File: src/rtl/order_dispenser_pkg.sv
// Shared definitions for the order dispenser: FSM states, menu category
// bit positions, default dispense durations and a one-hot test helper.
package order_dispenser_pkg;

  typedef enum logic [1:0] {
    IDLE = 2'd0,
    RUN  = 2'd1,
    FIN  = 2'd2
  } state_e;

  localparam int unsigned DISH  = 2;
  localparam int unsigned SIDE  = 1;
  localparam int unsigned DRINK = 0;

  localparam int unsigned DEF_DISH_T  = 6;
  localparam int unsigned DEF_SIDE_T  = 4;
  localparam int unsigned DEF_DRINK_T = 3;

  function automatic logic onehot3(input logic [2:0] v);
    return (v != 3'b000) && ((v & (v - 3'd1)) == 3'b000);
  endfunction

endpackage

File: src/rtl/order_dispenser_timer.sv
// Loadable down-counter for dispense duration; saturates at zero.
module dispense_timer #(
  parameter int unsigned CW = 8
) (
  input  logic          clk_i,
  input  logic          rst_i,
  input  logic          load_i,
  input  logic          dec_i,
  input  logic [CW-1:0] load_val_i,
  output logic          zero_o
);

  logic [CW-1:0] cnt_q, cnt_d;

  always_comb begin
    cnt_d = cnt_q;
    if (load_i) begin
      cnt_d = load_val_i;
    end else if (dec_i && (cnt_q != '0)) begin
      cnt_d = cnt_q - 1'b1;
    end
  end

  always_ff @(posedge clk_i) begin
    if (rst_i) begin
      cnt_q <= '0;
    end else begin
      cnt_q <= cnt_d;
    end
  end

  assign zero_o = (cnt_q == '0);

endmodule

File: src/rtl/order_dispenser.sv
// Consumes one confirmed order, strobes the dispensed item for a
// category-dependent number of cycles and counts completed dispenses.
module order_dispenser
  import order_dispenser_pkg::*;
#(
  parameter int unsigned DISH_T  = DEF_DISH_T,
  parameter int unsigned SIDE_T  = DEF_SIDE_T,
  parameter int unsigned DRINK_T = DEF_DRINK_T,
  parameter int unsigned CW      = 8
) (
  input  logic       clk,
  input  logic       reset,
  input  logic       order_valid,
  output logic       order_ready,
  input  logic [2:0] menu,
  input  logic [2:0] item,
  input  logic       abort,
  output logic [2:0] disp,
  output logic       active,
  output logic       done,
  output logic       err,
  output logic       aborted,
  output logic [7:0] served_cnt
);

  state_e        state_q, state_d;
  logic [2:0]    item_q, item_d;
  logic          err_q, err_d;
  logic          aborted_q, aborted_d;
  logic [7:0]    served_q, served_d;
  logic          tmr_load, tmr_dec, tmr_zero;
  logic [CW-1:0] dur_m1;

  // Timer is loaded with T-1 so RUN lasts exactly T cycles (values T-1..0).
  always_comb begin
    dur_m1 = CW'(DRINK_T - 1);
    if (menu[DISH]) begin
      dur_m1 = CW'(DISH_T - 1);
    end else if (menu[SIDE]) begin
      dur_m1 = CW'(SIDE_T - 1);
    end
  end

  dispense_timer #(
    .CW(CW)
  ) u_timer (
    .clk_i      (clk),
    .rst_i      (reset),
    .load_i     (tmr_load),
    .dec_i      (tmr_dec),
    .load_val_i (dur_m1),
    .zero_o     (tmr_zero)
  );

  always_comb begin
    state_d   = state_q;
    item_d    = item_q;
    err_d     = 1'b0;
    aborted_d = 1'b0;
    served_d  = served_q;
    tmr_load  = 1'b0;
    tmr_dec   = 1'b0;
    unique case (state_q)
      IDLE: begin
        if (order_valid) begin
          if (onehot3(menu) && onehot3(item)) begin
            item_d   = item;
            tmr_load = 1'b1;
            state_d  = RUN;
          end else begin
            err_d = 1'b1;
          end
        end
      end
      RUN: begin
        // Abort takes priority even on the final cycle, so no FIN follows.
        if (abort) begin
          aborted_d = 1'b1;
          state_d   = IDLE;
        end else if (tmr_zero) begin
          state_d = FIN;
        end else begin
          tmr_dec = 1'b1;
        end
      end
      FIN: begin
        served_d = served_q + 8'd1;
        state_d  = IDLE;
      end
      default: state_d = IDLE;
    endcase
  end

  always_ff @(posedge clk) begin
    if (reset) begin
      state_q   <= IDLE;
      item_q    <= '0;
      err_q     <= 1'b0;
      aborted_q <= 1'b0;
      served_q  <= '0;
    end else begin
      state_q   <= state_d;
      item_q    <= item_d;
      err_q     <= err_d;
      aborted_q <= aborted_d;
      served_q  <= served_d;
    end
  end

  assign order_ready = (state_q == IDLE);
  assign active      = (state_q == RUN);
  assign done        = (state_q == FIN);
  assign disp        = (state_q == RUN) ? item_q : '0;
  assign err         = err_q;
  assign aborted     = aborted_q;
  assign served_cnt  = served_q;

endmodule
File: config.mk
export PLATFORM = sky130hd
export DESIGN_NAME = order_dispenser
export DESIGN_NICKNAME = d
export VERILOG_FILES = /design/src/rtl/order_dispenser_pkg.sv /design/src/rtl/order_dispenser_timer.sv /design/src/rtl/order_dispenser.sv
export SDC_FILE = /design/constraint.sdc
export NUM_CORES = 1
export LEC_CHECK = 0
export BUFFER_PORTS_ARGS = -buffer_cell sky130_fd_sc_hd__clkbuf_2
export CAP_MARGIN = 25
export CORE_MARGIN = 8
export CORE_UTILIZATION = 50
export CTS_CLUSTER_SIZE = 8
export DETAILED_ROUTE_END_ITERATION = 16
export MAX_ROUTING_LAYER = met4
export PLACE_DENSITY = 0.74
export SLEW_MARGIN = 40
export SYNTH_ARGS = -nofsm -noshare
export SYNTH_HDL_FRONTEND = slang
export SYNTH_SLANG_ARGS = --single-unit
File: constraint.sdc
create_clock -name clk -period 1.84 [get_ports clk]
set_clock_uncertainty 0.05 [all_clocks]
set_input_delay 0 -clock clk [delete_from_list [all_inputs] [get_ports clk]]
set_output_delay 0 -clock clk [all_outputs]
set_load 0.005 [all_outputs]
Yosys cells after proc, flatten, opt, wreduce, memory -nomap -nowiden

Index checks and enable logic that the tools add are counted.

Memory bits (read-only): 0
Output and inout port bits: 16
Memories kept: 0
Latch bits: 0
Flip-flop bits (word level): 23
RAM bits: 0
Logic and storage cells: 54

Equality and inequality tests: 5
Bitwise operators: 5
$lt $le $gt $ge: 0
Div/mod/pow operators: 0
Reductions and logical operators: 16
Shifts and indexed selects: 0
$mul: 0
Multiplexer cells: 18
Add/sub/neg operators: 4

Operators with widths:

| operator                                             | count |
|---|---|
| 2-to-1 mux 8 bit                                     | 2 |
| 2-to-1 mux 1 bit                                     | 9 |
| adder 8 x 1 -> 8 bit (second input constant)         | 1 |
| zero test 8 bit                                      | 1 |
| 2-to-1 mux 2 bit                                     | 4 |
| nonzero test 8 bit                                   | 1 |
| subtractor 8 x 1 -> 8 bit (second input constant)    | 1 |
| bitwise AND 3 bit                                    | 2 |
| zero test 3 bit                                      | 2 |
| 2-to-1 mux 3 bit                                     | 2 |
| AND reduction 3 bit                                  | 2 |
| nonzero test 3 bit                                   | 2 |
| subtractor 3 x 1 -> 3 bit (second input constant)    | 2 |
| logical AND 1 bit                                    | 4 |
| case mux 2 bit (2 select lines)                      | 1 |
| != test 3 x 2 -> 1 bit (second input constant)       | 1 |
| inverter 1 bit                                       | 3 |
| OR reduction 3 bit                                   | 1 |
| equality test 2 x 1 -> 1 bit (second input constant) | 1 |
| equality test 2 bit (second input constant)          | 1 |
| zero test 2 bit                                      | 1 |
| != test 2 x 1 -> 1 bit (second input constant)       | 1 |
| != test 2 bit (second input constant)                | 1 |
| nonzero test 2 bit                                   | 1 |
| OR reduction 2 bit                                   | 1 |

Depth between registers and ports, before layout

Depth after elaboration: 9
Mapped depth: 6
Gate-level depth less buffers: 6

By module

A second synthesis with hierarchy kept.

Cell total of the unflattened synthesis: 134
Area, all modules: 1211.2 µm²

Modules (own cells, without submodules):

| module          | cells an instance | area each (µm²) | instances | seq. area each (µm²) |
|---|---|---|---|---|
| order_dispenser | 75                | 695.7           | 1         | 300.3 |
| dispense_timer  | 59                | 515.5           | 1         | 160.2 |

Least setup slack after synthesis

No wires, ideal clock.

Kind: flip-flop to flip-flop
Start point: register state_q[0]
End point: register u_timer.cnt_q[2]
Data arrival time: 1.399 ns
Period minus slack after synthesis: 1.565 ns
Buffers on the path: 0
Stages on the path, launching flop included: 6
Slack: 0.275 ns
Cells stage by stage: dfxtp_1 > or3b_4 > a31oi_4 > nand2_1 > xnor2_1 > o211a_1

Cells in the longest elaborated chain, start to end: 4
Elaborated cells on any way between the ends: 7

RTL lines:

| element                             | RTL line                    | text |
|---|---|---|
| start: declaration                  | order_dispenser.sv:26       | `state_e state_q, state_d;` |
| start signal: assignment            | order_dispenser.sv:102      | `state_q <= state_d;` |
| equality test 2 x 1 -> 1 bit        | order_dispenser.sv:63       | `unique case (state_q)` |
| 2-to-1 mux 1 bit                    | order_dispenser.sv:63       |  |
| logical AND 1 bit                   | order_dispenser_timer.sv:19 | `end else if (dec_i && (cnt_q != '0)) begin` |
| nonzero test 2 bit (no source line) | -                           |  |
| end signal: assignment              | order_dispenser_timer.sv:28 | `cnt_q <= cnt_d;` |
| end: declaration                    | order_dispenser_timer.sv:13 | `logic [CW-1:0] cnt_q, cnt_d;` |

Several ways; a longest one is shown, not always the timed one.
A chain may end at the register's enable or synchronous reset.

Worst setup path in the final report

Start point: register state_q[1]
End point: register u_timer.cnt_q[2]

The elaborated chain is that of the path after synthesis.

==> impl_metrics.sql <==
INSERT INTO impl_metrics (metric_group, metric, value, unit) VALUES
('run_status', 'outcome', 'finished, final reports clean', ''),
('drt', 'routed-wl-met2', '1.17', 'mm'),
('final_layout', 'nets', '167', ''),
('die', 'core_area', '2130', 'sq um'),
('setup_path', 'cpPeakStageDelay', '0.42', 'ns'),
('global_route', 'antenna_violations_before_repair', '0', ''),
('synthesis', 'instance_count_of_the_mapped_netlist', '119', ''),
('drt', 'vias', '933', ''),
('sta', 'fin_setup_tns', '0', 'ns'),
('clock_network', 'cts_tree', 'done', ''),
('synthesis', 'postSynth.asyncResetShare', '0', ''),
('global_route', 'grt_pass1_vias', '961', ''),
('place', 'numPortBuffers', '25', ''),
('power_and_ir_drop', 'power-per-cell-area', '627', 'nW/um^2'),
('setup_path', 'crit_slowest_cell', 'sky130_fd_sc_hd__or3b_4', ''),
('sta', 'fmaxAchievable', '596', 'MHz'),
('synthesis', 'synth_edf_count', '0', ''),
('drt', 'totalWireLength', '2.30', 'mm'),
('drt', 'top_layer', 'met4', ''),
('global_route', 'grt_overflow_total', '0', ''),
('setup_path', 'worstPathArrival', '1.84', 'ns'),
('die', 'dieHeight', '62.6', 'microns'),
('drt', 'avgViaCountPerCell', '5.15', ''),
('global_route', 'grt_start_max_net_pins', '23', ''),
('clock_network', 'tritoncts_num_sinks', '23', ''),
('final_layout', 'final_util', '0.631', ''),
('die', 'ios', '26', ''),
('synthesis', 'synthTopCellsByArea', 'sky130_fd_sc_hd__dfxtp_1 (42%), sky130_fd_sc_hd__xor2_1 (8.1%), sky130_fd_sc_hd__nor2_1 (6.9%), sky130_fd_sc_hd__mux2i_1 (3.7%), sky130_fd_sc_hd__ha_1 (3.5%)', ''),
('setup_path', 'path_max_fanout', '10', ''),
('die', 'placement_rows', '17', ''),
('final_layout', 'syn_to_final_growth', '23.6', '%'),
('synthesis', 'ys.warnings.count', '0', ''),
('drt', 'routedWlPerCell', '12.7', 'microns'),
('final_layout', 'n_antenna_cell', '0', ''),
('synthesis', 'post-synth-top-area-cell', 'sky130_fd_sc_hd__dfxtp_1', ''),
('sta', 'max_slew_headroom', '0.678', ''),
('drt', 'drt-initial-drc-count', '14', ''),
('sta', 'report.final.slew_viol_count', '0', ''),
('sta', 'final_min_period_over_clock_period', '0.912', ''),
('clock_network', 'clkLatencyLatePin', '0.30', 'ns'),
('place', 'detailed_place_hpwl', '1.63', 'mm'),
('place', 'gp_congestion', '0.792', ''),
('final_layout', 'most_common_cell_after_layout_fill_and_taps_aside', 'sky130_fd_sc_hd__clkbuf_2', ''),
('setup_path', 'critical-path-top-delay-family', 'simple AND/OR/NAND/NOR gates', ''),
('clock_network', 'cts_inserted_buffers', '3', ''),
('setup_path', 'nature_of_the_critical_path_startpoint', 'flop', ''),
('sta', 'timing.final.crit_period', '1.68', 'ns'),
('hold_path', 'holdCritPathClass', 'in -> reg', ''),
('setup_path', 'crit_required', '2.00', 'ns'),
('clock_network', 'ctsRootBufferMaster', 'sky130_fd_sc_hd__clkbuf_4', ''),
('sta', 'timing_worst_slew_pin_value', '0.482', 'ns'),
('synthesis', 'synth_nets', '132', ''),
('synthesis', 'most_frequently_used_flop_master_after_synthesis', 'sky130_fd_sc_hd__dfxtp_1', ''),
('drt', 'met1Wirelength', '1.05', 'mm'),
('drt', 'detailroute.wirelength.met3', '74', 'microns'),
('die', 'die_x', '62.6', 'microns'),
('setup_path', 'worstSetupEndpointType', 'flop', ''),
('setup_path', 'timing_worst_setup_path_type', 'reg -> reg', ''),
('drt', 'firstDrtPassIters', '6', ''),
('sta', 'rsz0062_at_grt', 'no', ''),
('final_layout', 'mostFrequentLayoutCells', 'sky130_fd_sc_hd__clkbuf_2 (25), sky130_fd_sc_hd__dfxtp_1 (23), sky130_fd_sc_hd__nor2_1 (20)', ''),
('global_route', 'grt_pass1_wl', '4.17', 'mm'),
('synthesis', 'yosysTopAreaCellShare', '0.424', ''),
('sta', 'hold_violations_final', '0', ''),
('clock_network', 'deepest_level_of_the_cts_h_tree', '1', ''),
('sta', 'final-setup-viol-count', '0', ''),
('die', 'initial_utilization', '0.510', ''),
('drt', 'postRouteAntennaNets', '0', ''),
('setup_path', 'timing.critical_path.buf_inv', '0', ''),
('power_and_ir_drop', 'power.static_leakage', '0.565', 'nW'),
('power_and_ir_drop', 'irDropWorstVdd', '0.460', 'mV');
[kinds of logic after synthesis]
| kind of cell | count (synthesis) | share of synthesized area |
|---|---|---|
| simple gates | 58 | 0.291 |
| flops | 23 | 0.424 |
| xor+xnor | 13 | 0.105 |
| compound gates | 11 | 0.0819 |
| buf+inv | 7 | 0.0265 |
| mux | 4 | 0.0369 |
| fa+ha+maj | 3 | 0.0346 |
[worst paths after layout]
path                 start          endpoint  slack, ns  cells after the start
min                  reset  u_timer.cnt_q[1]       0.12                      2
min reg2reg  served_cnt[7]     served_cnt[7]       0.44                      2
max             state_q[1]  u_timer.cnt_q[2]       0.16                      5
max reg2reg     state_q[1]  u_timer.cnt_q[2]       0.16                      5
[what timing repair did]
action | 4_1_cts | 5_1_grt
setup endpoints to repair | 0 | 0
hold buffers | 8 | 0
hold endpoints to repair | 8 | 0
gates resized for setup | 0 | 0
[power by group]
part	total, W	internal [W]	switching (W)
registers	0.000514	0.000507	0.00000676
logic	0.000100	0.0000479	0.0000522
clock network	0.000227	0.0000842	0.000142
[Yosys cell counts (all sizes together), types with 2 or more instances]
cell type,count
a21oi,3
and2,3
and3,2
buf,3
dfxtp,23
ha,3
inv,3
mux2i,4
nand2,5
nand3,5
nand4,4
nor2,21
nor3,9
o21ai,3
or3,3
xnor2,3
xor2,10
[routing by layer]
| metal | vias up | GRT usage |
|---|---|---|
| met3 | 2 | 0.0287 |
| met4 | 0 | 0.0370 |
| li1 | 473 | - |
| met2 | 18 | 0.217 |
| met1 | 440 | 0.144 |
| met5 | - | - |
[through the flow]
stage	instances	worst slack (ns)	hold slack, ns	power, W	area, sq um
2_1_floorplan	119	0.275	0.0197	0.000581	1080
3_3_place_gp	169	0.222	0.216	0.000608	1230
3_5_place_dp	169	0.181	0.222	0.000611	1230
4_1_cts	181	0.161	0.114	0.000849	1340
5_1_grt	181	0.0522	0.130	0.000880	1340
6_report	181	0.163	0.116	0.000840	1340
[registers in the layout (all words and copies together) (netlist names)]
| name | flops |
|---|---|
| err | 1 |
| state_q | 2 |
| u_timer.cnt_q | 8 |
| item_q | 3 |
| aborted | 1 |
| served_cnt | 8 |
[cell type report]
class	count	area, sq um	share of cell area
multi-input combinational	89	596	0.444
sequential	23	460	0.343
timing repair buffer	34	213	0.159
tap	28	35.0	0.0261
clock buffer	4	26.3	0.0196
inverter	3	11.3	0.00840
Power figures use the tool's default switching activity.
